===== config.mk =====
export PLATFORM = sky130hd
export DESIGN_NAME = fmac_arb_ctrl_flat
export DESIGN_NICKNAME = d
export VERILOG_FILES = /design/src/rtl/fmac_arb_ctrl_if.sv /design/src/rtl/fmac_arb_ctrl.sv /design/src/flat_wrapper.sv
export SDC_FILE = /design/constraint.sdc
export NUM_CORES = 1
export LEC_CHECK = 0
export CORE_MARGIN = 3
export CORE_UTILIZATION = 41
export DETAILED_ROUTE_END_ITERATION = 12
export PLACE_DENSITY = 0.82
export SYNTH_ARGS = -nofsm -noshare
export SYNTH_HDL_FRONTEND = slang
export SYNTH_SLANG_ARGS = --single-unit

===== constraint.sdc =====
create_clock -name clk -period 1.8 [get_ports clk]
set_input_delay 0.18 -clock clk [delete_from_list [all_inputs] [get_ports clk]]
set_output_delay 0.18 -clock clk [all_outputs]
set_load 0.05 [all_outputs]

===== src/rtl/fmac_arb_ctrl_if.sv =====
// Handshake bundle for the shared FMAC controller: two request channels,
// two response channels sharing one data bus, and the datapath drive/return.
interface fmac_arb_ctrl_if #(
    parameter int WIDTH = 16
);
    logic             req0_valid;
    logic             req0_ready;
    logic [WIDTH-1:0] req0_a;
    logic [WIDTH-1:0] req0_b;
    logic [WIDTH-1:0] req0_c;

    logic             req1_valid;
    logic             req1_ready;
    logic [WIDTH-1:0] req1_a;
    logic [WIDTH-1:0] req1_b;
    logic [WIDTH-1:0] req1_c;

    logic             resp0_valid;
    logic             resp0_ready;
    logic             resp1_valid;
    logic             resp1_ready;
    logic [WIDTH-1:0] resp_data;

    logic             dp_go;
    logic [WIDTH-1:0] dp_a;
    logic [WIDTH-1:0] dp_b;
    logic [WIDTH-1:0] dp_c;
    logic             dp_psign;
    logic [WIDTH-1:0] dp_res;

    // Controller side
    modport slave (
        input  req0_valid, req0_a, req0_b, req0_c,
        input  req1_valid, req1_a, req1_b, req1_c,
        input  resp0_ready, resp1_ready, dp_res,
        output req0_ready, req1_ready,
        output resp0_valid, resp1_valid, resp_data,
        output dp_go, dp_a, dp_b, dp_c, dp_psign
    );

    // Requester / datapath side
    modport master (
        output req0_valid, req0_a, req0_b, req0_c,
        output req1_valid, req1_a, req1_b, req1_c,
        output resp0_ready, resp1_ready, dp_res,
        input  req0_ready, req1_ready,
        input  resp0_valid, resp1_valid, resp_data,
        input  dp_go, dp_a, dp_b, dp_c, dp_psign
    );
endinterface


===== src/rtl/fmac_arb_ctrl.sv =====
// Round-robin arbiter/sequencer sharing one fixed-latency FMAC datapath between two requesters.
// Optional macro FMAC_STAT_EN adds the 16-bit ops_done completed-response counter.
module fmac_arb_ctrl #(
    parameter int WIDTH = 16,
    parameter int LAT   = 4
) (
    input  logic clk,
    input  logic rst,
    fmac_arb_ctrl_if.slave bus
`ifdef FMAC_STAT_EN
    ,
    output logic [15:0] ops_done
`endif
);

    localparam int CntW = (LAT > 1) ? $clog2(LAT) : 1;
    localparam logic [CntW-1:0] CntLast = CntW'(LAT - 1);

    typedef enum logic [1:0] {
        IDLE,
        RUN,
        DONE
    } stateType;

    stateType          state;
    logic              rrPtr;
    logic              grantId;
    logic [CntW-1:0]   cnt;
    logic              grantNext;
    logic              anyValid;
    logic              grantRespReady;
    logic              respDone;

    assign anyValid = bus.req0_valid | bus.req1_valid;

    // A lone requester always wins; the pointer only breaks ties.
    always_comb begin
        grantNext = rrPtr;
        if (bus.req0_valid && !bus.req1_valid) begin
            grantNext = 1'b0;
        end else if (!bus.req0_valid && bus.req1_valid) begin
            grantNext = 1'b1;
        end
    end

    assign bus.req0_ready = (state == IDLE) && !grantNext && bus.req0_valid;
    assign bus.req1_ready = (state == IDLE) &&  grantNext && bus.req1_valid;

    // Only the granted requester's ready can complete the response.
    assign grantRespReady = grantId ? bus.resp1_ready : bus.resp0_ready;
    assign respDone       = (state == DONE) && grantRespReady;

    assign bus.dp_psign = bus.dp_a[WIDTH-1] ^ bus.dp_b[WIDTH-1];

    always_ff @(posedge clk) begin
        if (rst) begin
            state           <= IDLE;
            rrPtr           <= 1'b0;
            grantId         <= 1'b0;
            cnt             <= '0;
            bus.dp_go       <= 1'b0;
            bus.dp_a        <= '0;
            bus.dp_b        <= '0;
            bus.dp_c        <= '0;
            bus.resp_data   <= '0;
            bus.resp0_valid <= 1'b0;
            bus.resp1_valid <= 1'b0;
        end else begin
            case (state)
                IDLE: begin
                    bus.dp_go <= 1'b0;
                    if (anyValid) begin
                        bus.dp_a  <= grantNext ? bus.req1_a : bus.req0_a;
                        bus.dp_b  <= grantNext ? bus.req1_b : bus.req0_b;
                        bus.dp_c  <= grantNext ? bus.req1_c : bus.req0_c;
                        grantId   <= grantNext;
                        cnt       <= '0;
                        bus.dp_go <= 1'b1;
                        state     <= RUN;
                    end
                end

                RUN: begin
                    bus.dp_go <= 1'b0;
                    cnt       <= cnt + CntW'(1);
                    // Last latency cycle: the datapath result is valid now.
                    if (cnt == CntLast) begin
                        bus.resp_data <= bus.dp_res;
                        state         <= DONE;
                        if (grantId) begin
                            bus.resp1_valid <= 1'b1;
                        end else begin
                            bus.resp0_valid <= 1'b1;
                        end
                    end
                end

                DONE: begin
                    bus.dp_go <= 1'b0;
                    if (grantRespReady) begin
                        bus.resp0_valid <= 1'b0;
                        bus.resp1_valid <= 1'b0;
                        rrPtr           <= ~grantId;
                        state           <= IDLE;
                    end
                end

                default: begin
                    bus.dp_go       <= 1'b0;
                    bus.resp0_valid <= 1'b0;
                    bus.resp1_valid <= 1'b0;
                    state           <= IDLE;
                end
            endcase
        end
    end

`ifdef FMAC_STAT_EN
    always_ff @(posedge clk) begin
        if (rst) begin
            ops_done <= 16'h0000;
        end else if (respDone) begin
            ops_done <= ops_done + 16'h0001;
        end
    end
`else
    logic unusedRespDone;
    assign unusedRespDone = respDone;
`endif

endmodule


===== src/flat_wrapper.sv =====
// flat-port wrapper written by rule: the top's interface ports become plain ports
module fmac_arb_ctrl_flat 
#(
    parameter int WIDTH = 16,
    parameter int LAT   = 4
)
  (clk, rst, bus_req0_valid, bus_req0_a, bus_req0_b, bus_req0_c, bus_req1_valid, bus_req1_a, bus_req1_b, bus_req1_c, bus_resp0_ready, bus_resp1_ready, bus_dp_res, bus_req0_ready, bus_req1_ready, bus_resp0_valid, bus_resp1_valid, bus_resp_data, bus_dp_go, bus_dp_a, bus_dp_b, bus_dp_c, bus_dp_psign);
  fmac_arb_ctrl_if #(.WIDTH(WIDTH)) bus_i ();
  input  logic clk;
  input  logic rst;
  input wire logic [$bits(bus_i.req0_valid)-1:0] bus_req0_valid;
  input wire logic [$bits(bus_i.req0_a)-1:0] bus_req0_a;
  input wire logic [$bits(bus_i.req0_b)-1:0] bus_req0_b;
  input wire logic [$bits(bus_i.req0_c)-1:0] bus_req0_c;
  input wire logic [$bits(bus_i.req1_valid)-1:0] bus_req1_valid;
  input wire logic [$bits(bus_i.req1_a)-1:0] bus_req1_a;
  input wire logic [$bits(bus_i.req1_b)-1:0] bus_req1_b;
  input wire logic [$bits(bus_i.req1_c)-1:0] bus_req1_c;
  input wire logic [$bits(bus_i.resp0_ready)-1:0] bus_resp0_ready;
  input wire logic [$bits(bus_i.resp1_ready)-1:0] bus_resp1_ready;
  input wire logic [$bits(bus_i.dp_res)-1:0] bus_dp_res;
  output wire logic [$bits(bus_i.req0_ready)-1:0] bus_req0_ready;
  output wire logic [$bits(bus_i.req1_ready)-1:0] bus_req1_ready;
  output wire logic [$bits(bus_i.resp0_valid)-1:0] bus_resp0_valid;
  output wire logic [$bits(bus_i.resp1_valid)-1:0] bus_resp1_valid;
  output wire logic [$bits(bus_i.resp_data)-1:0] bus_resp_data;
  output wire logic [$bits(bus_i.dp_go)-1:0] bus_dp_go;
  output wire logic [$bits(bus_i.dp_a)-1:0] bus_dp_a;
  output wire logic [$bits(bus_i.dp_b)-1:0] bus_dp_b;
  output wire logic [$bits(bus_i.dp_c)-1:0] bus_dp_c;
  output wire logic [$bits(bus_i.dp_psign)-1:0] bus_dp_psign;
  assign bus_i.req0_valid = bus_req0_valid;
  assign bus_i.req0_a = bus_req0_a;
  assign bus_i.req0_b = bus_req0_b;
  assign bus_i.req0_c = bus_req0_c;
  assign bus_i.req1_valid = bus_req1_valid;
  assign bus_i.req1_a = bus_req1_a;
  assign bus_i.req1_b = bus_req1_b;
  assign bus_i.req1_c = bus_req1_c;
  assign bus_i.resp0_ready = bus_resp0_ready;
  assign bus_i.resp1_ready = bus_resp1_ready;
  assign bus_i.dp_res = bus_dp_res;
  assign bus_req0_ready = bus_i.req0_ready;
  assign bus_req1_ready = bus_i.req1_ready;
  assign bus_resp0_valid = bus_i.resp0_valid;
  assign bus_resp1_valid = bus_i.resp1_valid;
  assign bus_resp_data = bus_i.resp_data;
  assign bus_dp_go = bus_i.dp_go;
  assign bus_dp_a = bus_i.dp_a;
  assign bus_dp_b = bus_i.dp_b;
  assign bus_dp_c = bus_i.dp_c;
  assign bus_dp_psign = bus_i.dp_psign;
  fmac_arb_ctrl #(.WIDTH(WIDTH), .LAT(LAT)) u_core (.clk(clk), .rst(rst), .bus(bus_i));
endmodule

-- Yosys cells after proc, flatten, opt, wreduce, memory -nomap -nowiden
Index checks and enable logic that the tools add are counted.
- bits in registers: 73
- input bits: 118
- output and inout port bits: 70
- logic and storage cells: 63
- $add $sub $neg: 1
- equality and inequality tests: 8
- muxes and demuxes: 20
- bitwise gates (word level): 4
- reduce and logical (&&, ||, !) cells: 19
- operators by type and width (operator ; number):
    $mux 16 ; 3
    $mux 1 ; 9
    $mux 2 ; 4
    $ne 2x1->1 const B ; 4
    $reduce_and 2->1 ; 4
    $reduce_and 4->1 ; 2
    $logic_and 1x1->1 ; 6
    $pmux 1 s3 ; 2
    $pmux 2 s3 ; 1
    $eq 2x2->1 const B ; 2
    $pmux 2 s2 ; 1
    $logic_not 1->1 ; 3
    $reduce_and 3->1 ; 1
    $add 2x1->2 const B ; 1
    $eq 2x1->1 const B ; 1
    $logic_not 2->1 ; 1
    $ne 2x2->1 const B ; 1
    $not 1->1 ; 2
    $reduce_bool 2->1 ; 1
    $reduce_or 2->1 ; 1
    $or 1x1->1 ; 1
    $xor 1x1->1 ; 1

-- Longest topological paths before layout
- depth after elaboration: 7
- gate-level depth with buffers: 7
- gate-level depth less buffers: 4

-- Worst setup path before layout
No wires, ideal clock.
- path kind: register to output
- start: register u_core.state[1]
- end: output port bus_req0_ready
- arrival time: 1.692 ns
- data required time: 1.620 ns
- slack: -0.072 ns
- stages on the path, launching flop included: 4
- path buffers: 1
- cells stage by stage: dfxtp_1 > buf_2 > or3b_2 > a21oi_1
- word-level cells in the longest chain between the ends: 3
- ends and longest elaborated chain (what ; line ; source):
    start: declaration ; fmac_arb_ctrl.sv:25 ; stateType state;
    start signal: assignment ; fmac_arb_ctrl.sv:57 ; state <= IDLE;
    start signal: assignment ; fmac_arb_ctrl.sv:79 ; state <= RUN;
    start signal: assignment ; fmac_arb_ctrl.sv:89 ; state <= DONE;
    $logic_not 2->1 ; fmac_arb_ctrl.sv:46 ; assign bus.req0_ready = (state == IDLE) && !grantNext && bus.req0_valid;
    $logic_and 1x1->1 (2 in series) ; fmac_arb_ctrl.sv:46 ;
    end: declaration ; flat_wrapper.sv:22 ; output wire logic [$bits(bus_i.req0_ready)-1:0] bus_req0_ready;
Every way passes these cells.

-- Worst setup path in the final report
- start: register u_core.bus.dp_b[3]
- end: output port bus_dp_b[3]
- RTL lines (what ; line ; source):
    start: declaration ; fmac_arb_ctrl_if.sv:38 ; output dp_go, dp_a, dp_b, dp_c, dp_psign
    start signal: assignment ; fmac_arb_ctrl.sv:74 ; bus.dp_b <= grantNext ? bus.req1_b : bus.req0_b;
    end: declaration ; flat_wrapper.sv:29 ; output wire logic [$bits(bus_i.dp_b)-1:0] bus_dp_b;
No word-level cell between the ends.

==> impl_results.md <==
- Status: complete, no violations
- Worst-margin pin slew: 0.615 ns
- Die Area: 10400 µm²
- Crit-path cells: clkdlybuf4s50_1
- DRC errors left: 0
- Yosys cell types: 34
- Post-DP HPWL: 9.28 mm
- Reg-to-Reg Start: u_core.state[1]$_SDFFE_PP0P_
- Routed length per instance: 19.5 µm
- P_leak: 1.94 nW
- Top cell family by delay on the critical path: buffers and inverters
- Vias in the first global route: 4241
- Buf/Inv on CP: 1
- Tmin final: 1.71 ns
- Synthesized-area fraction occupied by adder cells: 0.331%
- Average cell area after synthesis: 8.83 µm²
- H-tree levels: 3
- Maxcap violations: 0
- Hold Buf Count CTS: 0
- CTS root buf: clkbuf_8
- RSZ-0062 raised after global routing: no
- Most common cell after layout, fill and taps aside: clkdlybuf4s50_1
- CP Max Fanout: 2
- Clk sinks: 73
- Hold_sp: rst
- CTS buffer count: 9
- Syn Nets: 547
- Crit path DAT: 1.53 ns
- Crit-path slowest cell: clkdlybuf4s50_1
- Post-route ant nets: 0
- Crit end category: output port
- Die W: 102 µm
- Final Max Tran Viols: 0
- Post-synthesis xor/xnor area fraction: 0.232%
- Clk_lat worst skew: 0.35 ns
- Final setup violation count: 0
- Initial drt markers: 364
- GP Congestion: 0.832
- Compound-cell area share of the yosys netlist: 36.7%
- Flops & latches, synth: 73
- Largest net degree at the start of global routing: 45
- Layout cells sized above 1: 12.6%
- Clk network pwr share: 30.9%
- Core Footprint: 8850 µm²
- Die height: 102 µm
- I/O pin count: 188
- Cell Area, Synth: 3780 µm²
- Area grow syn2layout: 57.5%
- FP Rows: 34
- Routed WL: 13.5 mm
- Buffers from clock root to sink, at most: 2
- Multiplexer area fraction after synthesis: 0.265%
- Largest family of logic cells by synthesized area: compound AO/OA/AOI/OAI gates
- Flop pwr share: 37.1%
- Pwr per Cell Area: 828 nW/µm²
- TritonCTS clock tree: yes
- Net switching fraction of the power: 34.0%
- Final hold viol count: 0
- GRT overflow: 0
- Switching power: 1.68 mW
- Final TNS setup: 0 ns
- Simple-gate share of the synthesized area: 14.8%
- Synth warn: 0
- Clock Pin Slew Worst Setup and Hold Paths: 0.09 ns
- Register area share after synthesis: 38.6%
- Hold_ws: 0.330 ns
- GRT Overall Usage: 25.2%
- ANT cells: 0
- Final period utilization: 95.3%
- CP required: 1.62 ns
- HP Class: in2reg
- Startpoint types: register
- Combinational cell fraction of total power: 32.1%
- Slowest cell delay on critical path: 0.83 ns
- Slew HR: 58.9%
- Final clock skew: 0.0166 ns
- VDD IR max: 0.501 mV
- # port buffers: 187
- Most frequent cells in the layout: clkdlybuf4s50_1, a2111oi_0, a21oi_1, dfxtp_1, nor4_1
- Pre-Repair DR Iteration Count: 5
- Fin util: 67.3%
- DR vias: 4340
- First-pass GRT wire length: 21.3 mm
- Crit path kind: reg2out
- CP startpoint: u_core.bus.dp_b[3]$_SDFFE_PP0P_
- Maximum clock frequency: 583 MHz
- Via density: 6.24
- Initial Util: 42.7%
- Initial antenna violation count: 0
- Final Net Count: 701
- Internal Power: 3.25 mW
- Syn Inst Count: 428
==> layout make-up <==
class | instances | area (µm²)
sequential | 73 | 1460
timing repair buffer | 209 | 2100
tap | 108 | 135
fill | 733 | 2890
clock inverter | 5 | 85.1
clock buffer | 11 | 151
inverter | 6 | 22.5
multi-input combinational | 283 | 2000
==> stage by stage <==
| step | total power [mW] | cell area, µm² | cells | setup slack [ns] |
|---|---|---|---|---|
| finish | 4.93 | 5950 | 695 | 0.0851 |
| global route | 5.13 | 5950 | 695 | 0.0206 |
| CTS | 4.95 | 5950 | 695 | 0.00585 |
| detailed placement | 3.43 | 5710 | 679 | 0.147 |
| global placement | 3.41 | 5710 | 679 | 0.169 |
| floorplan | 2.76 | 3780 | 428 | 0.161 |
==> path summary, 6_finish.rpt <==
kind | end | slack [ns] | cells past startpoint
min | u_core.grantId$_SDFFE_PP0P_ | 0.33 | 2
max reg2reg | u_core.bus.dp_b[9]$_SDFFE_PP0P_ | 0.15 | 4
min reg2reg | u_core.bus.resp_data[6]$_SDFFE_PP0P_ | 0.46 | 2
max | bus_dp_b[3] | 0.09 | 1
==> cell usage after synthesis <==
master / n / area [µm²]
o21ai_0: 2 / 10.0
buf_4: 3 / 22.5
and3_1: 1 / 6.26
ha_1: 1 / 12.5
a2111oi_0: 76 / 666
nor2_1: 4 / 15.0
nor4_1: 48 / 300
mux2i_1: 1 / 10.0
nor2b_1: 1 / 6.26
xor2_1: 1 / 8.76
o211ai_1: 2 / 15.0
o22ai_1: 1 / 6.26
clkbuf_1: 32 / 120
buf_2: 26 / 130
a22o_1: 1 / 8.76
nand2b_1: 4 / 25.0
dfxtp_1: 73 / 1460
and3b_1: 2 / 17.5
nand3b_1: 1 / 7.51
a32oi_1: 1 / 8.76
clkbuf_2: 2 / 10.0
a2111oi_2: 20 / 300
a21oi_1: 73 / 365
or2_1: 2 / 12.5
nand3_1: 1 / 5.00
nand2_1: 34 / 128
buf_6: 3 / 33.8
or3b_2: 1 / 8.76
inv_2: 1 / 3.75
nor3b_1: 2 / 15.0
nor4b_1: 1 / 8.76
nor3_1: 1 / 5.00
inv_1: 5 / 18.8
a31o_2: 1 / 8.76
==> cell families (layout without fill, tap and decap cells) <==
| group | count (synthesis) | after routing |
|---|---|---|
| muxes | 1 | 1 |
| and+or+nand+nor | 103 | 103 |
| xor gates and xnor gates | 1 | 1 |
| DFF | 73 | 73 |
| buffers and inverters | 72 | 231 |
| AOI/OAI and AO/OA | 177 | 177 |
| adders and majority gates | 1 | 1 |
==> registers in the layout (all words and copies together), names as in the netlist <==
signal	flops
u_core.bus.dp_a	16
u_core.bus.dp_b	16
u_core.bus.resp0_valid	1
u_core.bus.dp_go	1
u_core.bus.resp1_valid	1
u_core.grantId	1
u_core.bus.resp_data	16
u_core.cnt	2
u_core.rrPtr	1
u_core.bus.dp_c	16
u_core.state	2
==> power by group through the flow <==
stage	Sequential (mW)	Clock, mW	Combinational (mW)
finish	1.83	1.52	1.58
global route	1.84	1.62	1.67
CTS	1.83	1.54	1.58
detailed placement	1.86	0	1.57
global placement	1.86	0	1.55
floorplan	2.27	0	0.491
==> metal layers <==
metal | vias to the layer above | wire length [µm] | share of wire, % | track usage, %
li1 | 2035 | - | - | -
met1 | 2057 | 5670 | 42 | 32.7
met2 | 227 | 6580 | 49 | 42.4
met3 | 21 | 1090 | 8.1 | 5.46
met4 | 0 | 190 | 1.4 | 6.76
met5 | - | 0 | 0 | 0
==> repair_timing <==
action | CTS | global route
pin swaps | 0 | 0
resized for setup | 1 | 2
setup buffers | 0 | 0
endpoints found under the setup margin | 1 | 2
endpoints found under the hold margin | 0 | 0
Note: power is estimated with default switching activity, not from simulation.
